[src/rtl/uart_pkg.sv]
// Shared types and constants for the configurable UART receiver.
package uart_pkg;

  typedef enum logic [1:0] {
    PAR_NONE = 2'd0,
    PAR_EVEN = 2'd1,
    PAR_ODD  = 2'd2
  } parity_mode_t;

  typedef enum logic [2:0] {
    IDLE      = 3'd0,
    START     = 3'd1,
    DATA      = 3'd2,
    PARITY    = 3'd3,
    STOP      = 3'd4,
    WAIT_IDLE = 3'd5
  } rx_state_t;

  localparam int OVERSAMPLE = 16;

  // Clocks per oversampling tick, rounded to nearest.
  function automatic int calc_div(input longint clk_freq, input longint baud);
    return int'((clk_freq + (baud * OVERSAMPLE) / 2) / (baud * OVERSAMPLE));
  endfunction

endpackage

[src/rtl/uart_rx_fifo.sv]
// First-word fall-through receive FIFO; the head is driven as zero while empty.
module uart_rx_fifo #(
  parameter int WIDTH = 8,
  parameter int DEPTH = 16
) (
  input  logic                     clk_pi,
  input  logic                     rst,
  input  logic                     clear,
  input  logic                     wr_en,
  input  logic [WIDTH-1:0]         wr_data,
  input  logic                     rd_en,
  output logic [WIDTH-1:0]         rd_data,
  output logic                     full,
  output logic                     empty,
  output logic [$clog2(DEPTH):0]   count
);

  localparam int AW    = $clog2(DEPTH);
  localparam int CNT_W = AW + 1;

  logic [WIDTH-1:0] mem [DEPTH];
  logic [AW-1:0]    wr_ptr;
  logic [AW-1:0]    rd_ptr;
  logic             do_wr;
  logic             do_rd;

  assign empty = (count == '0);
  assign full  = (count == CNT_W'(DEPTH));

  // A read frees the slot a same-cycle write needs, so both go through when full.
  assign do_rd = rd_en & ~empty;
  assign do_wr = wr_en & (~full | do_rd);

  always_ff @(posedge clk_pi or negedge rst) begin
    if (!rst) begin
      wr_ptr <= '0;
      rd_ptr <= '0;
      count  <= '0;
    end else if (clear) begin
      wr_ptr <= '0;
      rd_ptr <= '0;
      count  <= '0;
    end else begin
      if (do_wr) wr_ptr <= wr_ptr + 1'b1;
      if (do_rd) rd_ptr <= rd_ptr + 1'b1;
      case ({do_wr, do_rd})
        2'b10:   count <= count + 1'b1;
        2'b01:   count <= count - 1'b1;
        default: ;
      endcase
    end
  end

  always_ff @(posedge clk_pi) begin
    if (do_wr && !clear) mem[wr_ptr] <= wr_data;
  end

  assign rd_data = empty ? '0 : mem[rd_ptr];

endmodule

[src/rtl/uart_rx_cfg.sv]
// UART receiver: 16x oversampled framing FSM feeding a FWFT FIFO.
// Frames failing parity or stop checks are dropped and reported via sticky flags.
module uart_rx_cfg
  import uart_pkg::*;
#(
  parameter int           CLK_FREQ    = 100_000_000,
  parameter int           BAUD        = 115200,
  parameter int           DATA_BITS   = 8,
  parameter parity_mode_t PARITY_MODE = PAR_NONE,
  parameter int           STOP_BITS   = 1,
  parameter int           FIFO_DEPTH  = 16
) (
  input  logic                          clk_pi,
  input  logic                          rst,
  input  logic                          rx,
  input  logic                          rd_en_pi,
  input  logic                          clear_pi,
  output logic [DATA_BITS-1:0]          data_po,
  output logic                          empty_po,
  output logic                          full_po,
  output logic [$clog2(FIFO_DEPTH):0]   count_po,
  output logic                          parity_err_po,
  output logic                          frame_err_po,
  output logic                          overrun_po
);

  localparam int         DIV       = calc_div(CLK_FREQ, BAUD);
  localparam int         DIV_W     = (DIV > 1) ? $clog2(DIV) : 1;
  localparam logic [3:0] MID_TICK  = 4'(OVERSAMPLE / 2 - 1);
  localparam logic [3:0] LAST_TICK = 4'(OVERSAMPLE - 1);
  localparam logic [3:0] LAST_BIT  = 4'(DATA_BITS - 1);
  localparam logic       LAST_STOP = 1'(STOP_BITS - 1);

  function automatic logic parity_ok(input logic [DATA_BITS-1:0] d, input logic p);
    return ((^d) ^ p) == (PARITY_MODE == PAR_ODD);
  endfunction

  logic                 rx_p0;
  logic                 rx_p1;
  logic                 rx_prev;
  logic                 line;
  logic                 fall;
  rx_state_t            state;
  logic [DIV_W-1:0]     div_cnt;
  logic                 tick;
  logic [3:0]           tick_cnt;
  logic [3:0]           bit_cnt;
  logic                 stop_cnt;
  logic                 sample;
  logic [DATA_BITS-1:0] shreg;
  logic                 bad_parity;
  logic                 bad_frame;
  logic                 frame_end;
  logic                 frame_bad;
  logic                 wr_en;
  logic                 fifo_full;

  // Stage 0/1: line synchroniser, idles high so reset never looks like a start bit.
  always_ff @(posedge clk_pi or negedge rst) begin
    if (!rst) begin
      rx_p0   <= 1'b1;
      rx_p1   <= 1'b1;
      rx_prev <= 1'b1;
    end else begin
      rx_p0   <= rx;
      rx_p1   <= rx_p0;
      rx_prev <= rx_p1;
    end
  end

  assign line = rx_p1;
  assign fall = rx_prev & ~rx_p1;

  always_ff @(posedge clk_pi or negedge rst) begin
    if (!rst)                       div_cnt <= '0;
    else if (state == IDLE || tick) div_cnt <= '0;
    else                            div_cnt <= div_cnt + 1'b1;
  end

  assign tick = (state != IDLE) && (div_cnt == DIV_W'(DIV - 1));

  // The start bit is checked half a bit in; every later sample lands one bit further on.
  assign sample = tick && (tick_cnt == ((state == START) ? MID_TICK : LAST_TICK));

  always_ff @(posedge clk_pi or negedge rst) begin
    if (!rst)                         tick_cnt <= '0;
    else if (state == IDLE || sample) tick_cnt <= '0;
    else if (tick)                    tick_cnt <= tick_cnt + 1'b1;
  end

  assign frame_end = (state == STOP) && sample && (stop_cnt == LAST_STOP);
  assign frame_bad = bad_frame | ~line;
  assign wr_en     = frame_end & ~frame_bad & ~bad_parity;

  always_ff @(posedge clk_pi or negedge rst) begin
    if (!rst) begin
      state      <= IDLE;
      bit_cnt    <= '0;
      stop_cnt   <= 1'b0;
      bad_parity <= 1'b0;
      bad_frame  <= 1'b0;
    end else begin
      case (state)
        IDLE: begin
          bit_cnt    <= '0;
          stop_cnt   <= 1'b0;
          bad_parity <= 1'b0;
          bad_frame  <= 1'b0;
          if (fall) state <= START;
        end
        START: begin
          if (sample) state <= line ? IDLE : DATA;
        end
        DATA: begin
          if (sample) begin
            if (bit_cnt == LAST_BIT) begin
              bit_cnt <= '0;
              state   <= (PARITY_MODE != PAR_NONE) ? PARITY : STOP;
            end else begin
              bit_cnt <= bit_cnt + 1'b1;
            end
          end
        end
        PARITY: begin
          if (sample) begin
            bad_parity <= ~parity_ok(shreg, line);
            state      <= STOP;
          end
        end
        STOP: begin
          if (sample) begin
            if (!line) bad_frame <= 1'b1;
            if (stop_cnt == LAST_STOP) state <= frame_bad ? WAIT_IDLE : IDLE;
            else                       stop_cnt <= stop_cnt + 1'b1;
          end
        end
        WAIT_IDLE: begin
          if (line) state <= IDLE;
        end
        default: state <= IDLE;
      endcase
    end
  end

  always_ff @(posedge clk_pi) begin
    if (state == DATA && sample) shreg <= {line, shreg[DATA_BITS-1:1]};
  end

  always_ff @(posedge clk_pi or negedge rst) begin
    if (!rst) begin
      parity_err_po <= 1'b0;
      frame_err_po  <= 1'b0;
      overrun_po    <= 1'b0;
    end else if (clear_pi) begin
      parity_err_po <= 1'b0;
      frame_err_po  <= 1'b0;
      overrun_po    <= 1'b0;
    end else begin
      if (frame_end && bad_parity)             parity_err_po <= 1'b1;
      if (frame_end && frame_bad)              frame_err_po  <= 1'b1;
      if (wr_en && fifo_full && !rd_en_pi)     overrun_po    <= 1'b1;
    end
  end

  uart_rx_fifo #(
    .WIDTH (DATA_BITS),
    .DEPTH (FIFO_DEPTH)
  ) u_fifo (
    .clk_pi  (clk_pi),
    .rst     (rst),
    .clear   (clear_pi),
    .wr_en   (wr_en),
    .wr_data (shreg),
    .rd_en   (rd_en_pi),
    .rd_data (data_po),
    .full    (fifo_full),
    .empty   (empty_po),
    .count   (count_po)
  );

  assign full_po = fifo_full;

endmodule

[config.mk]
export PLATFORM = sky130hd
export DESIGN_NAME = uart_rx_cfg
export DESIGN_NICKNAME = d
export VERILOG_FILES = /design/src/rtl/uart_pkg.sv /design/src/rtl/uart_rx_fifo.sv /design/src/rtl/uart_rx_cfg.sv
export SDC_FILE = /design/constraint.sdc
export NUM_CORES = 1
export LEC_CHECK = 0
export BUFFER_PORTS_ARGS = -buffer_cell sky130_fd_sc_hd__buf_4
export CORE_MARGIN = 1
export CORE_UTILIZATION = 60
export DETAILED_ROUTE_END_ITERATION = 10
export GPL_TIMING_DRIVEN = 0
export HOLD_SLACK_MARGIN = 0.15
export PLACE_DENSITY = 0.89
export SLEW_MARGIN = 20
export SYNTH_ARGS = -nofsm -noshare
export SYNTH_HDL_FRONTEND = slang
export SYNTH_SLANG_ARGS = --single-unit
[constraint.sdc]
create_clock -name clk_pi -period 5.1 [get_ports clk_pi]
set_input_delay 1.02 -clock clk_pi [delete_from_list [all_inputs] [get_ports clk_pi]]
set_output_delay 1.02 -clock clk_pi [all_outputs]
set_load 0.01 [all_outputs]
==> results of run 1 <==
==> routing by layer <==
| metal | routed length (microns) | vias up | GRT usage, % |
|---|---|---|---|
| li1 | - | 1805 | - |
| met1 | 5780 | 2070 | 32.2 |
| met2 | 7670 | 163 | 42.7 |
| met3 | 804 | 31 | 5.14 |
| met4 | 375 | 0 | 12.5 |
| met5 | 0 | - | 0 |
==> logic make-up (layout without fill, tap and decap cells) <==
kind of cell             Yosys count  count (layout)  synth area share (%)
adder cells (fa/ha/maj)           13              13                  2.30
XOR/XNOR                          23              23                  2.72
flip-flops                       174             174                  68.0
AO/OA/AOI/OAI                     38              38                  3.11
multiplexers                      46              46                  13.0
AND/OR/NAND/NOR                  124             124                  9.36
buffers and inverters             26              80                  1.49
==> layout make-up <==
type,instances,area (sq um),share of cell area [%]
clock buffers,18,429,5.16
well taps,147,184,2.21
multi-input cells,244,2270,27.3
flip-flops and latches,174,5040,60.6
clock inverters,14,121,1.46
inverters,7,26.3,0.316
repair buffers,22,165,1.99
plain buffers,19,83.8,1.01
==> how the worst min path moves through the flow <==
stage | from | end | slack (ns)
floorplan | rx_p0$_DFF_PN1_ | line$_DFF_PN1_ | 0.35
detailed placement | rx_p0$_DFF_PN1_ | line$_DFF_PN1_ | 0.35
global placement | rx_p0$_DFF_PN1_ | line$_DFF_PN1_ | 0.35
CTS | rx_p0$_DFF_PN1_ | line$_DFF_PN1_ | 0.36
global route | rx_p0$_DFF_PN1_ | line$_DFF_PN1_ | 0.36
finish | rx_p0$_DFF_PN1_ | line$_DFF_PN1_ | 0.36
==> registers in the layout, summed over array words and instances, names as in the netlist, 4 cells and up <==
name / flops
bit_cnt: 4
div_cnt: 6
shreg: 8
tick_cnt: 4
u_fifo.count: 5
u_fifo.mem: 128
u_fifo.rd_ptr: 4
u_fifo.wr_ptr: 4
==> power by group through the flow <==
| stage | clock (mW) | combinational (mW) | sequential (mW) |
|---|---|---|---|
| after floorplan | 0 | 0.485 | 1.63 |
| after global placement | 0 | 0.680 | 1.63 |
| after detailed placement | 0 | 0.704 | 1.63 |
| after CTS | 1.21 | 0.716 | 1.61 |
| after global routing | 1.27 | 0.759 | 1.61 |
| final | 1.20 | 0.706 | 1.61 |
==> cell usage after synthesis (all sizes together) (11+ instances only) <==
master / instances
dfrtp: 35
xnor2: 13
mux4: 40
edfxtp: 136
nor2b: 13
nand3: 11
nand2: 15
ha: 12
a21oi: 14
nor2: 38
==> per-stage QoR <==
stage               cells  setup WS, ns  hold WS [ns]
floorplan             444          2.13         0.345
global placement      613          1.59         0.347
detailed placement    613          1.52         0.347
CTS                   645          1.01         0.356
global route          645         0.935         0.360
finish                645          1.03         0.356
==> worst reg2reg max path: stages (launching register included) <==
cell     delay, ns
dfrtp_1       0.41
inv_1         0.07
ha_1          0.16
nand4_1       0.24
nor4_4        0.55
nor2_1        0.23
fa_1          0.44
a21o_1        0.19
a21oi_1       0.23
nor2_1        0.09
a22o_1        0.21
mux2_1        0.30
==> flow_metrics.py, run 1 <==
metrics = {
    "floorplanning": {
        "start_util_pct": 61.7,
        "chipHeight_microns": 113,
        "pin_count": 23,
        "num_rows": 40,
        "die_area_sq_um": 12800,
        "die_w_microns": 113,
        "core-area_sq_um": 12000,
    },
    "worst_setup_path": {
        "path_buf_inv": 3,
        "cp-startpoint": "u_fifo.rd_ptr[1]$_DFFE_PN0P_",
        "end_kind": "output port",
        "crit_end": "data_po[2]",
        "crit_path_cell_trace": "clkbuf_1 > clkbuf_1 > mux4_2 > mux4_2 > nor2b_1 > buf_4",
        "cpPeakStageDelay_ns": 0.61,
        "cp.arrival_ns": 3.05,
        "critPathLaunchType": "flop",
        "r2r-start": "div_cnt[1]$_DFF_PN0_",
        "reg2reg_slack_ns": 1.87,
        "cp_max_fo": 10,
        "r2r-end": "u_fifo.count[4]$_DFFE_PN0P_",
        "r2r_cells": 11,
        "worstSetupPathType": "reg -> out",
        "crit_family": "buffers and inverters",
        "cp_slowest_cell": "clkbuf_1",
        "path_depth": 6,
        "worstPathRequired_ns": 4.08,
    },
    "finish": {
        "final_common_cell": "edfxtp_1",
        "n_fill_cell": 760,
        "drive_gt1_share_pct": 21.9,
        "nets": 503,
        "antennaDiodeCount": 0,
        "areaGrowthSynthToFinish_pct": 12.3,
        "layout_common_cells": "edfxtp_1 (136), mux4_2 (40), nor2_1 (38)",
        "finalCoreUtilization_pct": 69.3,
        "fin_area_sq_um": 8320,
    },
    "run_status": {
        "status": "completed",
    },
    "drt": {
        "vias": 4069,
        "antenna_left": 0,
        "drc": 0,
        "drtIter0Drc": 383,
        "routed_wl_microns": 14600,
        "wl_per_cell_microns": 22.7,
        "drtPass1Iterations": 5,
        "via_per_inst": 6.31,
    },
    "power": {
        "swShare_pct": 26.8,
        "total_power_mw": 3.51,
        "p_int_mw": 2.57,
        "p_per_area_nw_per_um2": 422,
        "switchingPower_mw": 0.939,
        "clkPwrFrac_pct": 34.1,
        "p_seq_share_pct": 45.8,
        "power.leakage_nw": 2.97,
        "pwr-share-comb_pct": 20.1,
        "peakVddDrop_mv": 0.189,
    },
    "timing": {
        "fin_tns_setup_ns": 0,
        "finClkSkew_ns": 0.00675,
        "hold_violations": 0,
        "fin_crit_sh_pct": 79.8,
        "setup_violations": 0,
        "rsz0062_at_grt": "no",
        "max_slew.worst_pin.slew_ns": 0.912,
        "maxSlewViolCount": 0,
        "max_freq_ghz": 0.246,
        "min_period_ns": 4.07,
        "max_slew_margin_pct": 39.2,
    },
    "yosys": {
        "synth_top_area_share_pct": 55.1,
        "post_synth.cell_area_avg_sq_um": 16.7,
        "synth_edf_count": 136,
        "ys.flop_type": "edfxtp_1",
        "yosysWarnings": 0,
        "yosysSeqAreaShare_pct": 68.0,
        "synth.largest_area_cell": "edfxtp_1",
        "syn_area_sq_um": 7410,
        "syn_inst": 444,
        "yosysUniqueCellTypes": 54,
        "syn_nets": 462,
        "synth-seq-cells": 174,
        "synth_area_leaders": "edfxtp_1 (55%), mux4_2 (12%), dfrtp_1 (12%)",
        "synth-async-reset-ratio_pct": 21.8,
    },
    "placed_design": {
        "port-buffer-count": 22,
        "dp_hpwl_microns": 9460,
        "place_congestion": 0.784,
        "placed_cell_area_sq_um": 7760,
    },
    "global_routing": {
        "grt_pass1_vias": 4183,
        "overflow": 0,
        "grt_max_degree": 39,
        "grt_usage_pct": 25.5,
        "antenna_found_initial": 0,
        "grt_pass1_wl_microns": 23200,
    },
    "clock_tree": {
        "clkLatencyLatePin_ns": 0.43,
        "cts_setup_buffers": 0,
        "clock-sinks": 174,
        "cts_root_buf": "clkbuf_16",
        "postCtsHoldBufs": 0,
        "cts_resized": 0,
        "clkTransAtPathRegs_ns": 0.06,
        "clockBufferDepth": 2,
        "cts_tree": "done",
        "cts-buffers-inserted": 17,
        "htreeDepth": 4,
    },
    "min_path": {
        "holdPathStages": 0,
        "hold_path.class": "reg -> reg",
    },
    "run": {
        "drv_cap": 0,
    },
}
No activity file was read; power rests on OpenSTA's default activity.
==> run 2: changes to the inputs <==
--- a/config.mk
+++ b/config.mk
@@ -7,11 +7,11 @@
 export LEC_CHECK = 0
 export BUFFER_PORTS_ARGS = -buffer_cell sky130_fd_sc_hd__buf_4
 export CORE_MARGIN = 1
-export CORE_UTILIZATION = 60
+export CORE_UTILIZATION = 56
 export DETAILED_ROUTE_END_ITERATION = 10
 export GPL_TIMING_DRIVEN = 0
 export HOLD_SLACK_MARGIN = 0.15
-export PLACE_DENSITY = 0.89
+export PLACE_DENSITY = 0.88
 export SLEW_MARGIN = 20
 export SYNTH_ARGS = -nofsm -noshare
 export SYNTH_HDL_FRONTEND = slang
==> constraint.sdc (replaced) <==
create_clock -name clk_pi -period 3.7 [get_ports clk_pi]
set_input_delay 0.74 -clock clk_pi [delete_from_list [all_inputs] [get_ports clk_pi]]
set_output_delay 0.74 -clock clk_pi [all_outputs]
set_load 0.01 [all_outputs]
==> run 2 against run 1 <==
Effect of this change:
- first-iteration DRC count is 8.6% higher
- sequential share of layout area shrank 0.61 points
- sequential power grew 37%
- count of clock-buffer cells in the layout increased by 5
==> flow_metrics.py, run 2 (synthesis results as in run 1) <==
metrics = {
    "worst_setup_path": {
        "cpPeakStageDelay_ns": 0.49,
        "cp_max_fo": 10,
        "crit_path_cell_trace": "clkbuf_1 > clkbuf_2 > mux4_2 > mux4_2 > nor2b_1 > buf_4",
        "cp.arrival_ns": 2.84,
        "end_kind": "output port",
        "path_common_cell": "mux4_2",
        "critPathLaunchType": "flop",
        "worstSetupPathType": "reg -> out",
        "reg2reg_slack_ns": 0.49,
        "worstPathRequired_ns": 2.96,
        "cp_slowest_cell": "mux4_2",
    },
    "clock_tree": {
        "cts_tree": "done",
        "cts_setup_buffers": 0,
        "clock-sinks": 174,
        "clkLatencyLatePin_ns": 0.43,
        "postCtsHoldBufs": 0,
        "clkTransAtPathRegs_ns": 0.07,
        "clockBufferDepth": 2,
        "htreeDepth": 4,
        "cts-buffers-inserted": 17,
        "cts_root_buf": "clkbuf_16",
    },
    "min_path": {
        "hold_path.class": "in -> async",
    },
    "timing": {
        "maxSlewViolCount": 0,
        "min_period_ns": 3.58,
        "hold_violations": 0,
        "max_freq_ghz": 0.279,
        "fin_tns_setup_ns": 0,
        "max_slew_margin_pct": 31.4,
        "finClkSkew_ns": 0.0140,
        "fin_crit_sh_pct": 96.8,
        "rsz0062_at_grt": "no",
        "max_slew.worst_pin.slew_ns": 1.03,
        "setup_violations": 0,
    },
    "global_routing": {
        "grt_pass1_vias": 4056,
        "grt_max_degree": 39,
        "grt_usage_pct": 24.4,
        "antenna_found_initial": 0,
        "grt_pass1_wl_microns": 22900,
        "overflow": 0,
    },
    "finish": {
        "antennaDiodeCount": 0,
        "drive_gt1_share_pct": 22.5,
        "nets": 503,
        "multi_input_area_sq_um": 2260,
        "n_fill_cell": 828,
        "layout_common_cells": "edfxtp_1 (136), mux4_2 (40), nor2_1 (38)",
        "reg.largest.list": "u_fifo.mem (128), shreg (8), div_cnt (6)",
        "largest_reg_flops": 128,
        "areaGrowthSynthToFinish_pct": 13.5,
        "ff_latch_area_sq_um": 5040,
        "layoutNonFillerInstCount": 670,
        "final_common_cell": "edfxtp_1",
        "finalCoreUtilization_pct": 65.8,
        "largest-register": "u_fifo.mem",
    },
    "drt": {
        "via_per_inst": 6.14,
        "routed_wl_microns": 15200,
        "drtIter0Drc": 416,
        "vias": 4116,
        "antenna_left": 0,
        "drtPass1Iterations": 7,
        "wl_per_cell_microns": 22.7,
        "drc": 0,
    },
    "power": {
        "pwr-share-comb_pct": 19.9,
        "p_seq_share_pct": 44.6,
        "peakVddDrop_mv": 0.350,
        "switchingPower_mw": 1.30,
        "swShare_pct": 26.3,
        "total_power_mw": 4.96,
        "p_per_area_nw_per_um2": 590,
        "p_int_mw": 3.65,
        "power.leakage_nw": 3.02,
        "clkPwrFrac_pct": 35.5,
    },
    "placed_design": {
        "port-buffer-count": 22,
        "dp_cells": 638,
        "dp_hpwl_microns": 9760,
        "place_congestion": 0.830,
    },
    "floorplanning": {
        "pin_count": 23,
        "die_w_microns": 117,
        "core-area_sq_um": 12800,
        "chipHeight_microns": 117,
        "start_util_pct": 58.0,
        "die_area_sq_um": 13700,
        "num_rows": 41,
    },
    "run_status": {
        "status": "completed",
    },
    "run": {
        "drv_cap": 0,
    },
}
[run 2: cell types whose count changed in the layout (fill, tap and decap cells not counted), sizes merged]
cell / delta
inv: +1
buf: -3
clkinv: -2
clkbuf: +8
clkinvlp: -3
bufinv: -1
[run 2: power by group through the flow]
stage / registers, mW / clock network, mW / logic [mW]
after global routing: 2.22 / 1.85 / 1.08
after floorplan: 2.24 / 0 / 0.668
after CTS: 2.21 / 1.77 / 0.989
after detailed placement: 2.25 / 0 / 0.984
after global placement: 2.25 / 0 / 0.942
final: 2.21 / 1.76 / 0.985
[run 2: worst paths after layout]
check	start	to	depth (start not counted)
worst max-delay path	u_fifo.rd_ptr[1]$_DFFE_PN0P_	data_po[2]	6
worst min-delay path	rst	u_fifo.wr_ptr[2]$_DFFE_PN0P_	1
worst max register to register	div_cnt[1]$_DFF_PN0_	u_fifo.count[4]$_DFFE_PN0P_	11
worst min register to register	rx_p0$_DFF_PN1_	line$_DFF_PN1_	0
max in group asynchronous	rst	line$_DFF_PN1_	1
min in group clk_pi	rx_p0$_DFF_PN1_	line$_DFF_PN1_	0
[run 2: per-stage QoR]
| step | area (sq um) | worst slack (ns) | hold WS [ns] |
|---|---|---|---|
| after floorplan | 7410 | 0.894 | 0.345 |
| after global placement | 7790 | 0.447 | 0.347 |
| after detailed placement | 7790 | 0.350 | 0.348 |
| after CTS | 8400 | 0.00490 | 0.278 |
| after global routing | 8400 | 0.00689 | 0.310 |
| final | 8400 | 0.118 | 0.278 |
[run 2: layer usage]
metal  global-route usage, %  share of wire (%)  vias up  routed length, microns
met4                    11.1                2.6        0                     396
li1                        -                  -     1802                       -
met1                    28.8                 37     2112                    5650
met2                    43.3                 55      172                    8330
met3                    5.05                5.3       30                     806
met5                       0                  0        -                       0
[run 2: repair_timing]
action,4_1_cts,5_1_grt
resized for setup,3,3
endpoints found under the setup margin,8,8
endpoints found under the hold margin,0,0
gates cloned,0,0
[run 2: area by class of cell]
cell class / count / area share [%]
inverter: 7 / 0.313
buffer: 19 / 1.13
timing repair buffer: 22 / 1.97
tap: 172 / 2.56
multi-input combinational: 244 / 26.9
clock inverter: 9 / 0.819
clock buffer: 23 / 6.34
sequential: 174 / 60.0
[run 2: worst max-delay path: cells and delay by family, from the launching register on]
family / cells / cell delay (ns)
DFF: 1 / 0.36
and+or+nand+nor: 1 / 0.16
buffers and inverters: 3 / 0.99
muxes: 2 / 0.89
==> run 3: changes to the inputs <==
--- a/config.mk
+++ b/config.mk
@@ -5,7 +5,7 @@
 export SDC_FILE = /design/constraint.sdc
 export NUM_CORES = 1
 export LEC_CHECK = 0
-export BUFFER_PORTS_ARGS = -buffer_cell sky130_fd_sc_hd__buf_4
+export BUFFER_PORTS_ARGS = -buffer_cell sky130_fd_sc_hd__clkbuf_2
 export CORE_MARGIN = 1
 export CORE_UTILIZATION = 56
 export DETAILED_ROUTE_END_ITERATION = 10
==> run 3 against run 2 <==
Effect of this change:
- final cell count is 0.15% higher
- die area stayed put
- critical endpoint unchanged
- non-clock buffer count is 1 higher
- register-to-register slack hardly changed
- largest power group unchanged
==> flow_metrics.py, run 3 (synthesis results as in run 1) <==
metrics = {
    "clock_tree": {
        "clkLatencyLatePin_ns": 0.43,
        "postCtsHoldBufs": 0,
        "cts_root_buf": "clkbuf_16",
        "cts-buffers-inserted": 17,
        "cts_setup_buffers": 0,
        "htreeDepth": 4,
        "clockBufferDepth": 2,
        "clock-sinks": 174,
        "clkTransAtPathRegs_ns": 0.07,
        "cts_tree": "done",
    },
    "drt": {
        "via_per_inst": 6.13,
        "drc": 0,
        "routed_wl_microns": 15600,
        "drtIter0Drc": 394,
        "vias": 4111,
        "antenna_left": 0,
        "wl_per_cell_microns": 23.2,
        "drtPass1Iterations": 4,
    },
    "power": {
        "switchingPower_mw": 1.32,
        "peakVddDrop_mv": 0.335,
        "total_power_mw": 5.05,
        "pwr-share-comb_pct": 18.5,
        "p_int_mw": 3.73,
        "power.leakage_nw": 3.01,
        "p_seq_share_pct": 43.8,
        "p_per_area_nw_per_um2": 602,
        "swShare_pct": 26.2,
        "clkPwrFrac_pct": 37.7,
    },
    "floorplanning": {
        "core-area_sq_um": 12800,
        "num_rows": 41,
        "start_util_pct": 58.0,
        "die_area_sq_um": 13700,
        "chipHeight_microns": 117,
        "die_w_microns": 117,
        "pin_count": 23,
    },
    "placed_design": {
        "placed_cell_area_sq_um": 7740,
        "dp_hpwl_microns": 9880,
        "place_congestion": 0.824,
        "port-buffer-count": 22,
    },
    "worst_setup_path": {
        "critPathLaunchType": "flop",
        "path_depth": 6,
        "worstSetupPathType": "reg -> out",
        "cp_max_fo": 10,
        "crit_family": "multiplexers",
        "r2r_cells": 11,
        "crit_path_cell_trace": "buf_2 > clkbuf_4 > mux4_2 > mux4_2 > nor2b_1 > clkbuf_2",
        "cp.arrival_ns": 2.80,
        "path_common_cell": "mux4_2",
        "r2r-end": "u_fifo.count[4]$_DFFE_PN0P_",
        "end_kind": "output port",
        "path_buf_inv": 3,
        "reg2reg_slack_ns": 0.48,
        "worstPathRequired_ns": 2.96,
        "cp_slowest_cell": "mux4_2",
        "cpPeakStageDelay_ns": 0.58,
        "r2r-start": "div_cnt[1]$_DFF_PN0_",
    },
    "finish": {
        "layout_common_cells": "edfxtp_1 (136), mux4_2 (40), nor2_1 (38)",
        "drive_gt1_share_pct": 22.8,
        "largest_reg_flops": 128,
        "reg.largest.list": "u_fifo.mem (128), shreg (8), div_cnt (6)",
        "finalCoreUtilization_pct": 65.7,
        "antennaDiodeCount": 0,
        "areaGrowthSynthToFinish_pct": 13.3,
        "final_common_cell": "edfxtp_1",
        "largest-register": "u_fifo.mem",
        "fin_area_sq_um": 8390,
        "nets": 504,
    },
    "timing": {
        "finClkSkew_ns": 0.00907,
        "min_period_ns": 3.54,
        "max_freq_ghz": 0.282,
        "holdWs_ns": 0.357,
        "fin_tns_setup_ns": 0,
        "max_slew.worst_pin.slew_ns": 1.08,
        "hold_violations": 0,
        "fin_crit_sh_pct": 95.8,
        "rsz0062_at_grt": "no",
        "setup_violations": 0,
        "max_slew_margin_pct": 27.8,
        "maxSlewViolCount": 0,
    },
    "min_path": {
        "worstHoldEndpoint": "line$_DFF_PN1_",
        "holdPathStages": 0,
        "hold_start": "rx_p0$_DFF_PN1_",
        "hold_path.class": "reg -> reg",
    },
    "run": {
        "drv_cap": 0,
    },
    "global_routing": {
        "grt_pass1_wl_microns": 23500,
        "grt_usage_pct": 25.0,
        "overflow": 0,
        "grt_pass1_vias": 4156,
        "grt_max_degree": 39,
        "antenna_found_initial": 0,
    },
    "run_status": {
        "status": "completed",
    },
}
==> run 3: cell types whose count changed in the layout (fill, tap and decap cells not counted), moves of 2 or more <==
cell,change
clkbuf_2,+22
buf_4,-21
bufinv_16,+4
clkbuf_16,-4
clkinv_2,-2
inv_6,+2
==> run 3: worst register-to-register path, stage by stage (launching register included) <==
cell	delay, ns
dfrtp_1	0.39
inv_1	0.06
ha_1	0.15
nand4_1	0.24
nor4_4	0.56
nor2_1	0.21
fa_1	0.45
a21o_1	0.20
a21oi_1	0.25
nor2_1	0.07
a22o_1	0.21
mux2_1	0.31
==> run 3: worst max-delay path by stage <==
stage	start	endpoint	slack, ns
3_5_place_dp	u_fifo.rd_ptr[1]$_DFFE_PN0P_	data_po[0]	0.40
3_3_place_gp	div_cnt[1]$_DFF_PN0_	u_fifo.mem[6][3]$_DFFE_PP_	0.36
5_1_grt	u_fifo.rd_ptr[1]$_DFFE_PN0P_	data_po[0]	0.03
6_report	u_fifo.rd_ptr[0]$_DFFE_PN0P_	data_po[2]	0.16
2_1_floorplan	u_fifo.count[0]$_DFFE_PN0P_	u_fifo.count[4]$_DFFE_PN0P_	0.89
4_1_cts	u_fifo.rd_ptr[0]$_DFFE_PN0P_	data_po[0]	0.03
==> run 3: layer usage <==
metal / GRT usage, % / part of all wire [%] / up-vias
li1: - / - / 1804
met5: 0 / 0 / -
met4: 11.3 / 3.0 / 0
met3: 6.75 / 5.9 / 46
met1: 30.0 / 38 / 2084
met2: 42.7 / 53 / 177
==> run 3: power groups by stage <==
stage / clock, mW / sequential [mW] / combinational [mW]
final: 1.91 / 2.21 / 0.934
after floorplan: 0 / 2.24 / 0.668
after global routing: 1.99 / 2.22 / 1.04
after detailed placement: 0 / 2.25 / 0.926
after global placement: 0 / 2.25 / 0.885
after CTS: 1.92 / 2.21 / 0.939
==> run 3: timing repair <==
action / 4_1_cts / 5_1_grt
resized for setup: 3 / 3
endpoints found under the setup margin: 8 / 7
gates cloned: 0 / 0
==> run 3: through the flow <==
stage	cells	worst slack, ns
after global placement	638	0.361
final	671	0.157
after detailed placement	639	0.398
after CTS	671	0.0349
after global routing	671	0.0293
after floorplan	444	0.894
==> run 3: final cells by class <==
type                       count  area, sq um
sequential                   174         5040
tap                          172          215
timing repair buffer          23          118
multi-input combinational    244         2260
inverter                       7         26.3
fill                         806         4380
clock buffer                  18          429
clock inverter                14          206
buffer                        19         95.1
